**src/rtl/mul_spi_master_if.sv**
```systemverilog
// ISA constants and the single-clock serial bus shared by mul_spi_master and its multiplier slaves.
// The bus carries one active-low select per slave plus mosi/miso, all timed on the system clock.
package Isa;
  localparam int REGISTER_SIZE = 8;
  localparam int SPI_SLAVES    = 4;
endpackage

interface Spi;
  logic [Isa::SPI_SLAVES-1:0] nss;
  logic                       mosi;
  logic                       miso;

  modport MasterSpi (output nss, output mosi, input miso);
  modport SlaveSpi  (input nss, input mosi, output miso);
endinterface

```
**src/rtl/mul_spi_master.sv**
```systemverilog
// Serial master that ships {op_2, op_1} to a remote multiplier and collects its W-bit product.
// Optional feature macro: MUL_SPI_MASTER_TIMEOUT_EN (bounded WAIT state with error reporting).
module mul_spi_master #(
  parameter int NssPosition   = 0,
  parameter int TimeoutCycles = 16
) (
  input  logic                          i_clock,
  input  logic                          i_reset,
  input  logic                          i_valid,
  output logic                          o_ready,
  input  logic [Isa::REGISTER_SIZE-1:0] i_op_1,
  input  logic [Isa::REGISTER_SIZE-1:0] i_op_2,
  output logic                          o_done,
  output logic [Isa::REGISTER_SIZE-1:0] o_result,
  output logic                          o_error,
  Spi.MasterSpi                         spi
);

  localparam int W    = Isa::REGISTER_SIZE;
  localparam int PW   = 2 * W;
  localparam int NS   = Isa::SPI_SLAVES;
  localparam int CntW = $clog2(PW);

  localparam logic [NS-1:0]   NssIdle   = '1;
  localparam logic [NS-1:0]   NssSelect = ~(NS'(1) << NssPosition);
  localparam logic [CntW-1:0] TxLast    = CntW'(PW - 1);
  localparam logic [CntW-1:0] RxLast    = CntW'(W - 1);

  typedef enum logic [2:0] {
    IDLE,
    SELECT,
    START,
    TX,
    WAIT,
    RX,
    DONE
  } state_t;

  state_t          state_reg;
  state_t          state_next;
  logic [PW-1:0]   packet_reg;
  logic [CntW-1:0] bit_cnt_reg;
  logic [W-2:0]    rx_reg;
  logic [W-1:0]    result_reg;
  logic            frame;
  logic            mosi_bit;

`ifdef MUL_SPI_MASTER_TIMEOUT_EN
  localparam int WaitW = $clog2(TimeoutCycles + 1);

  logic [WaitW-1:0] wait_cnt_reg;
  logic             error_reg;
  logic             timeout_hit;
`endif

  // State register
  always_ff @(posedge i_clock or negedge i_reset) begin
    if (!i_reset) begin
      state_reg <= IDLE;
    end else begin
      state_reg <= state_next;
    end
  end

  always_comb begin
    state_next = state_reg;
    o_ready    = 1'b0;
    o_done     = 1'b0;
    frame      = 1'b0;
    mosi_bit   = 1'b0;
`ifdef MUL_SPI_MASTER_TIMEOUT_EN
    timeout_hit = 1'b0;
`endif
    case (state_reg)
      IDLE: begin
        o_ready = 1'b1;
        if (i_valid) begin
          state_next = SELECT;
        end
      end
      SELECT: begin
        frame      = 1'b1;
        state_next = START;
      end
      START: begin
        frame      = 1'b1;
        mosi_bit   = 1'b1;
        state_next = TX;
      end
      TX: begin
        frame    = 1'b1;
        mosi_bit = packet_reg[0];
        if (bit_cnt_reg == TxLast) begin
          state_next = WAIT;
        end
      end
      WAIT: begin
        frame = 1'b1;
        if (spi.miso == 1'b1) begin
          state_next = RX;
        end
`ifdef MUL_SPI_MASTER_TIMEOUT_EN
        else if (wait_cnt_reg == WaitW'(TimeoutCycles - 1)) begin
          timeout_hit = 1'b1;
          state_next  = DONE;
        end
`endif
      end
      RX: begin
        frame = 1'b1;
        if (bit_cnt_reg == RxLast) begin
          state_next = DONE;
        end
      end
      DONE: begin
        o_done     = 1'b1;
        state_next = IDLE;
      end
      default: begin
        state_next = IDLE;
      end
    endcase
  end

  // Select and data lines follow the state directly, so reset releases the slave at once.
  assign spi.nss  = frame ? NssSelect : NssIdle;
  assign spi.mosi = mosi_bit;

  always_ff @(posedge i_clock or negedge i_reset) begin
    if (!i_reset) begin
      packet_reg  <= '0;
      bit_cnt_reg <= '0;
      rx_reg      <= '0;
      result_reg  <= '0;
    end else begin
      case (state_reg)
        IDLE: begin
          bit_cnt_reg <= '0;
          if (i_valid) begin
            packet_reg <= {i_op_2, i_op_1};
          end
        end
        TX: begin
          packet_reg  <= packet_reg >> 1;
          bit_cnt_reg <= (bit_cnt_reg == TxLast) ? '0 : bit_cnt_reg + 1'b1;
        end
        RX: begin
          // Received LSB first: W-1 bits settle in rx_reg, the last one goes straight to the result.
          rx_reg <= {spi.miso, rx_reg[W-2:1]};
          if (bit_cnt_reg == RxLast) begin
            result_reg  <= {spi.miso, rx_reg};
            bit_cnt_reg <= '0;
          end else begin
            bit_cnt_reg <= bit_cnt_reg + 1'b1;
          end
        end
        default: begin
        end
      endcase
`ifdef MUL_SPI_MASTER_TIMEOUT_EN
      if (timeout_hit) begin
        result_reg <= '0;
      end
`endif
    end
  end

`ifdef MUL_SPI_MASTER_TIMEOUT_EN
  always_ff @(posedge i_clock or negedge i_reset) begin
    if (!i_reset) begin
      wait_cnt_reg <= '0;
      error_reg    <= 1'b0;
    end else begin
      wait_cnt_reg <= (state_reg == WAIT) ? wait_cnt_reg + 1'b1 : '0;
      if (state_reg == IDLE && i_valid) begin
        error_reg <= 1'b0;
      end else if (timeout_hit) begin
        error_reg <= 1'b1;
      end
    end
  end

  assign o_error = error_reg;
`else
  assign o_error = 1'b0;
`endif

  assign o_result = result_reg;

endmodule
```
**src/flat_wrapper.sv**
```systemverilog
// flat-port wrapper written by rule: the top's interface ports become plain ports
module mul_spi_master_flat 
#(
  parameter int NssPosition   = 0,
  parameter int TimeoutCycles = 16
)
  (i_clock, i_reset, i_valid, o_ready, i_op_1, i_op_2, o_done, o_result, o_error, spi_nss, spi_mosi, spi_miso);
  Spi spi_i ();
  input  logic i_clock;
  input  logic i_reset;
  input  logic i_valid;
  output logic o_ready;
  input  logic [Isa::REGISTER_SIZE-1:0] i_op_1;
  input  logic [Isa::REGISTER_SIZE-1:0] i_op_2;
  output logic o_done;
  output logic [Isa::REGISTER_SIZE-1:0] o_result;
  output logic o_error;
  output wire logic [$bits(spi_i.nss)-1:0] spi_nss;
  output wire logic [$bits(spi_i.mosi)-1:0] spi_mosi;
  input wire logic [$bits(spi_i.miso)-1:0] spi_miso;
  assign spi_nss = spi_i.nss;
  assign spi_mosi = spi_i.mosi;
  assign spi_i.miso = spi_miso;
  mul_spi_master #(.NssPosition(NssPosition), .TimeoutCycles(TimeoutCycles)) u_core (.i_clock(i_clock), .i_reset(i_reset), .i_valid(i_valid), .o_ready(o_ready), .i_op_1(i_op_1), .i_op_2(i_op_2), .o_done(o_done), .o_result(o_result), .o_error(o_error), .spi(spi_i));
endmodule
```
**config.mk**
```make
export PLATFORM = sky130hd
export DESIGN_NAME = mul_spi_master_flat
export DESIGN_NICKNAME = d
export VERILOG_FILES = /design/src/rtl/mul_spi_master_if.sv /design/src/rtl/mul_spi_master.sv /design/src/flat_wrapper.sv
export SDC_FILE = /design/constraint.sdc
export NUM_CORES = 1
export LEC_CHECK = 0
export CORE_ASPECT_RATIO = 1.2
export CORE_MARGIN = 2
export CORE_UTILIZATION = 51
export DETAILED_ROUTE_END_ITERATION = 7
export PLACE_DENSITY = 0.79
export SYNTH_ARGS = -nofsm -noshare
export SYNTH_HDL_FRONTEND = slang
export SYNTH_SLANG_ARGS = --single-unit
```
**constraint.sdc**
```tcl
create_clock -name i_clock -period 2.5 [get_ports i_clock]
set_clock_uncertainty 0.2 [all_clocks]
set_input_delay 0.5 -clock i_clock [delete_from_list [all_inputs] [get_ports i_clock]]
set_output_delay 0.5 -clock i_clock [all_outputs]
set_load 0.05 [all_outputs]
```
==> results of run 1 <==
-- critical path: cells and delay by family, from the launching register on --
kind / cells / cell delay [ns]
DFF: 1 / 0.70
buffers and inverters: 2 / 0.37
AOI/OAI and AO/OA: 1 / 0.26
-- final cells by class --
| cell class | instances | area, um2 | share of cell area |
|---|---|---|---|
| clock buffer | 5 | 68.8 | 0.0296 |
| clock inverter | 2 | 10.0 | 0.00431 |
| inverter | 3 | 11.3 | 0.00484 |
| multi-input combinational | 92 | 880 | 0.378 |
| sequential | 38 | 951 | 0.409 |
| tap | 39 | 48.8 | 0.0210 |
| timing repair buffer | 34 | 355 | 0.153 |
-- cells by family after synthesis --
kind of cell    after synthesis  share of synthesized area
simple gates                 20                     0.0621
mux                          46                      0.292
flops                        38                      0.502
fa+ha+maj                     1                    0.00660
buf+inv                      12                     0.0442
other cells                   2                    0.00396
xor+xnor                      4                     0.0185
compound gates               17                     0.0706
-- through the flow --
stage	setup slack, ns	utilization	cell area [um2]	total power (uW)	cells
detailed placement	0.0975	0.623	2250	2790	206
CTS	0.181	0.645	2320	3200	213
global placement	0.134	0.623	2250	2720	206
global route	0.0602	0.645	2320	3360	213
finish	0.172	0.645	2320	3160	213
floorplan	0.180	-	1910	2400	142
-- synth_stat cells, drive strengths merged --
cell,n,area (um2)
or3b,1,11.3
o21ai,3,15.0
ha,1,12.5
dfrtp,38,951
a211oi,2,15.0
o21a,2,15.0
and3,1,6.26
xnor2,2,17.5
nand2b,1,6.26
nor3,4,20.0
nand3b,2,27.5
a21oi,2,21.3
inv,3,11.3
xor2,2,17.5
o211a,1,10.0
nor2b,1,6.26
o221a,1,11.3
a31oi,1,6.26
conb,2,7.51
a21boi,1,7.51
buf,9,72.6
nor2,4,15.0
nand3,2,10.0
mux2i,1,10.0
a21o,1,7.51
a2bb2oi,1,8.76
a311o,1,10.0
nand2,4,15.0
o22ai,1,6.26
mux2,45,544
-- power groups by stage --
stage / logic [uW] / clock network (uW) / registers [uW]
2_1_floorplan: 1190 / 0 / 1210
3_3_place_gp: 1560 / 0 / 1160
3_5_place_dp: 1610 / 0 / 1180
4_1_cts: 1620 / 405 / 1170
5_1_grt: 1710 / 433 / 1220
6_report: 1600 / 389 / 1170
-- routing by layer --
metal / GRT usage / vias up / routed length [um]
li1: - / 559 / -
met1: 0.196 / 606 / 1320
met2: 0.303 / 28 / 1710
met3: 0.0548 / 5 / 117
met4: 0.0593 / 0 / 51
met5: 0 / - / 0
-- path summary, 6_finish.rpt --
path / startpoint / end / cells past startpoint
max in group asynchronous: i_reset / u_core.packet_reg[15]$_DFFE_PN0P_ / 1
hold / removal: i_reset / u_core.o_result[5]$_DFFE_PN0P_ / 1
min in group i_clock: u_core.o_result[3]$_DFFE_PN0P_ / u_core.o_result[3]$_DFFE_PN0P_ / 1
hold reg to reg: u_core.o_result[3]$_DFFE_PN0P_ / u_core.o_result[3]$_DFFE_PN0P_ / 1
setup / recovery: u_core.state_reg[0]$_DFFE_PN0P_ / spi_mosi / 3
setup reg to reg: u_core.state_reg[1]$_DFFE_PN0P_ / u_core.packet_reg[2]$_DFFE_PN0P_ / 4
==> results by group, run 1 <==
Final layout
  – Share of cells above drive strength 1: 0.374
  – Most frequent cells in the layout: dfrtp_1 (38), mux2_2 (35), clkdlybuf4s50_1 (26)
  – Leading cell type in the layout, fill and taps excluded: dfrtp_1
  – Final nets: 195
  – Ant diodes: 0
  – Area grow syn2layout: 22.6%
  – Layout fillers: 293
  – Largest register FFs: 16

STA
  – Max frequency: 430 MHz
  – Period utilization: 0.931
  – Fin crit period: approximately 2.3 ns
  – # setup viols final: 0
  – RSZ-0062 raised after global routing: false
  – Worst hold slack: 0.106 ns
  – Slew Limit Fails: 0
  – Least-Margin Pin Slew: 0.815 ns
  – Final hold viol count: 0
  – Slew headroom: 0.456
  – Final setup TNS: 0 ns

Worst setup path
  – WS Path Type: reg -> out
  – CP cell instances: inv_1, o211a_1, buf_4
  – Reg2reg setup slack: 0.44 ns
  – Worst-path maximum fanout: 15
  – Critical Path RT: 1.80 ns
  – Worst Setup End Kind: output port
  – CP startpoint kind: register
  – Crit-path slowest cell: dfrtp_1
  – Critical Path AT: 1.63 ns
  – Crit-path max cell delay: 0.70 ns

Power
  – Worst VDD drop: 0.616 mV
  – Internal power: 1960 uW
  – Combinational power share: 0.507
  – Pwr/cell area: 1360 mW/mm2
  – Leak: 0.00105 uW
  – Seq pwr share: 0.370
  – Switch Pwr: 1200 uW
  – Switching Fraction: 0.381
  – Clock share of power: 0.123

Clocking
  – Worst-path clk slew: 0.07 ns
  – Setup Buffers After CTS: 0
  – Clock root buffer: clkbuf_8
  – CTS Sinks: 38
  – Cts hold-fix bufs: 0
  – H-tree depth: 2
  – TritonCTS Buffers: 5
  – Worst skew pair latency: 0.28 ns
  – PostCTS Resize Cnt: 0
  – TritonCTS clock tree: done
  – CTS Buffer Depth: 2

Status
  – Outcome: complete, no violations

Floorplan
  – Core area: 0.00360 mm2
  – # rows: 24
  – Io pins: 36
  – Die X: 59.7 um
  – Initial Utilization: 0.526
  – DIE AREA: 0.00422 mm2
  – Die height: between 70 and 80 um

Synth
  – Syn. warnings: 0
  – Synth Instances: 140
  – Seq/Total Area, Yosys: 0.502
  – Count of cell types in the netlist: 35
  – Synthesized cell area: ~0.0019 mm2
  – Avg Synthesized Cell Area: 13.5 um2
  – Yosys reg bits: 38

Route
  – Iteration-0 DRC Markers: 37
  – Drt drc: 0
  – Via density: ~5.6
  – Drt pass-1 iters: 4
  – Routed wire per std cell: 15.0 um
  – Antenna-violating nets left: 0
  – Total Wirelength: around 3200 um
  – Via Count: 1198

Global route
  – Congestion Overflow GR: 0
  – GRT Total Usage: 0.174
  – Vias in the first global route: 1244
  – Initial antenna violation count: 0
  – First-pass GRT wire length: around 5500 um
  – Largest net degree at the start of global routing: 39

Place
  – Post-DP HPWL: around 2300 um
  – RD Place Congestion: between 0.8 and 0.9
  – I/O Buffers: 31

Flow run
  – Max Cap Violations: 0

Hold path
  – Hold crit path type: in -> async
Note: power is estimated with default switching activity, not from simulation.
==> run 2: changes to the inputs <==
--- a/config.mk
+++ b/config.mk
@@ -7,9 +7,10 @@
 export LEC_CHECK = 0
 export CORE_ASPECT_RATIO = 1.2
 export CORE_MARGIN = 2
-export CORE_UTILIZATION = 51
+export CORE_UTILIZATION = 55
 export DETAILED_ROUTE_END_ITERATION = 7
-export PLACE_DENSITY = 0.79
+export GPL_ROUTABILITY_DRIVEN = 0
+export PLACE_DENSITY = 0.84
 export SYNTH_ARGS = -nofsm -noshare
 export SYNTH_HDL_FRONTEND = slang
 export SYNTH_SLANG_ARGS = --single-unit
==> constraint.sdc (replaced) <==
create_clock -name i_clock -period 2.75 [get_ports i_clock]
set_clock_uncertainty 0.2 [all_clocks]
set_input_delay 0.55 -clock i_clock [delete_from_list [all_inputs] [get_ports i_clock]]
set_output_delay 0.55 -clock i_clock [all_outputs]
set_load 0.05 [all_outputs]
==> run 2 against run 1 <==
  * Register-to-register slack improved by 0.29 ns
  * Worst setup slack improved by 0.065 ns
  * Via count increased by 0.33%
  * Clock power increased by 48%
  * Flip-flop and latch count unchanged
  * Die area decreased by 6.8%
  * Sequential share of layout area decreased by 0.61 points
  * Global-route usage increased by 2.1 points
  * Final cell count increased by 0.47%
  * Critical path type unchanged
==> results by group, run 2 (synthesis gave the netlist of run 1 again) <==
Status
  – Outcome: complete, no violations

Final layout
  – Leading cell type in the layout, fill and taps excluded: dfrtp_1
  – Area grow syn2layout: 24.5%
  – Final nets: 197
  – Post-route cell area: between 0.002 and 0.0025 mm2
  – Ant diodes: 0
  – Layout fillers: between 200 and 250
  – Most frequent cells in the layout: dfrtp_1 (38), mux2_2 (35), clkdlybuf4s50_1 (27)
  – Largest register FFs: 16
  – Share of cells above drive strength 1: 0.379

Floorplan
  – Die X: between 50 and 60 um
  – # rows: 23
  – Core area: roughly 0.0033 mm2
  – Die height: 68.3 um
  – Initial Utilization: 0.573
  – DIE AREA: 0.00393 mm2
  – Io pins: 36

Route
  – Antenna-violating nets left: 0
  – Via density: 5.62
  – Routed wire per std cell: 15.9 um
  – Via Count: ~1200
  – Drt pass-1 iters: 4
  – Iteration-0 DRC Markers: 41
  – Total Wirelength: 3400 um
  – Drt drc: 0

STA
  – Final hold viol count: 0
  – Max frequency: approximately 400 MHz
  – # setup viols final: 0
  – Slew Limit Fails: 0
  – RSZ-0062 raised after global routing: false
  – Period utilization: 0.914
  – Final setup TNS: 0 ns
  – Least-Margin Pin Slew: 0.906 ns
  – Slew headroom: 0.396
  – Fin crit period: 2.51 ns

Global route
  – GRT Total Usage: 0.196
  – Largest net degree at the start of global routing: 39
  – First-pass GRT wire length: 5730 um
  – Vias in the first global route: 1199
  – Congestion Overflow GR: 0
  – Initial antenna violation count: 0

Clocking
  – CTS Sinks: 38
  – Worst-path clk slew: 0.07 ns
  – CTS Buffer Depth: 2
  – PostCTS Resize Cnt: 0
  – TritonCTS Buffers: 5
  – TritonCTS clock tree: done
  – Worst skew pair latency: 0.28 ns
  – Clock root buffer: clkbuf_8
  – H-tree depth: 2
  – Setup Buffers After CTS: 0
  – Cts hold-fix bufs: 0

Worst setup path
  – WS Path Type: reg -> out
  – Worst-path maximum fanout: 3
  – Critical Path AT: approximately 1.8 ns
  – Worst Setup End Kind: output port
  – CP startpoint kind: register
  – FF-to-FF path depth: 5
  – Critical Path RT: about 2.0 ns

Place
  – I/O Buffers: 31
  – Post-DP HPWL: 2560 um
  – Placed Area: 0.00222 mm2

Hold path
  – Hold crit path type: in -> async

Power
  – Leak: 0.00107 uW
  – Pwr/cell area: between 1000 and 1500 mW/mm2
  – Worst VDD drop: about 0.91 mV

Flow run
  – Max Cap Violations: 0
==> run 2: final cells by class <==
cell class,count,area [um2],area share
clock buffer,6,82.6,0.0350
clock inverter,2,60.1,0.0255
inverter,3,11.3,0.00477
multi-input combinational,92,873,0.370
sequential,38,951,0.403
tap,37,46.3,0.0196
timing repair buffer,36,335,0.142
==> run 2: routing by layer <==
layer,share of wire,global-route usage,vias to the layer above,wire (um)
li1,-,-,560,-
met1,0.39,0.226,608,1340
met2,0.55,0.358,30,1880
met3,0.041,0.0397,4,139
met4,0.013,0.0698,0,44
met5,0,0,-,0
==> run 2: where the power goes <==
part / switching, uW / total (uW) / internal, uW / leakage (uW)
Clock: 189 / 576 / 387 / 0.0000714
Combinational: 753 / 1510 / 758 / 0.000531
Sequential: 164 / 990 / 826 / 0.000468
Total: 1110 / 3080 / 1970 / 0.00107
==> run 2: final timing paths <==
path / from / end / slack (ns)
max: u_core.state_reg[0]$_DFFE_PN0P_ / spi_mosi / 0.24
min: i_reset / u_core.rx_reg[3]$_DFFE_PN0P_ / 0.18
max reg2reg: u_core.state_reg[1]$_DFFE_PN0P_ / u_core.packet_reg[5]$_DFFE_PN0P_ / 0.73
min reg2reg: u_core.o_result[2]$_DFFE_PN0P_ / u_core.o_result[2]$_DFFE_PN0P_ / 0.31
max in group asynchronous: i_reset / u_core.packet_reg[13]$_DFFE_PN0P_ / 1.61
min in group i_clock: u_core.o_result[2]$_DFFE_PN0P_ / u_core.o_result[2]$_DFFE_PN0P_ / 0.31
==> run 2: per-stage QoR <==
| step | std cells | worst slack [ns] | hold slack, ns | util | total power (uW) |
|---|---|---|---|---|---|
| 2_1_floorplan | 142 | 0.146 | 0.0544 | - | 2170 |
| 3_3_place_gp | 206 | 0.286 | 0.285 | 0.670 | 2440 |
| 3_5_place_dp | 206 | 0.239 | 0.293 | 0.670 | 2520 |
| 4_1_cts | 214 | 0.231 | 0.215 | 0.713 | 3100 |
| 5_1_grt | 214 | 0.170 | 0.254 | 0.713 | 3260 |
| 6_report | 214 | 0.237 | 0.183 | 0.713 | 3080 |
==> run 2: critical path, stage by stage (launching register included) <==
cell	delay, ns
dfrtp_1	0.38
inv_1	0.11
o211a_1	0.19
clkdlybuf4s50_1	0.80
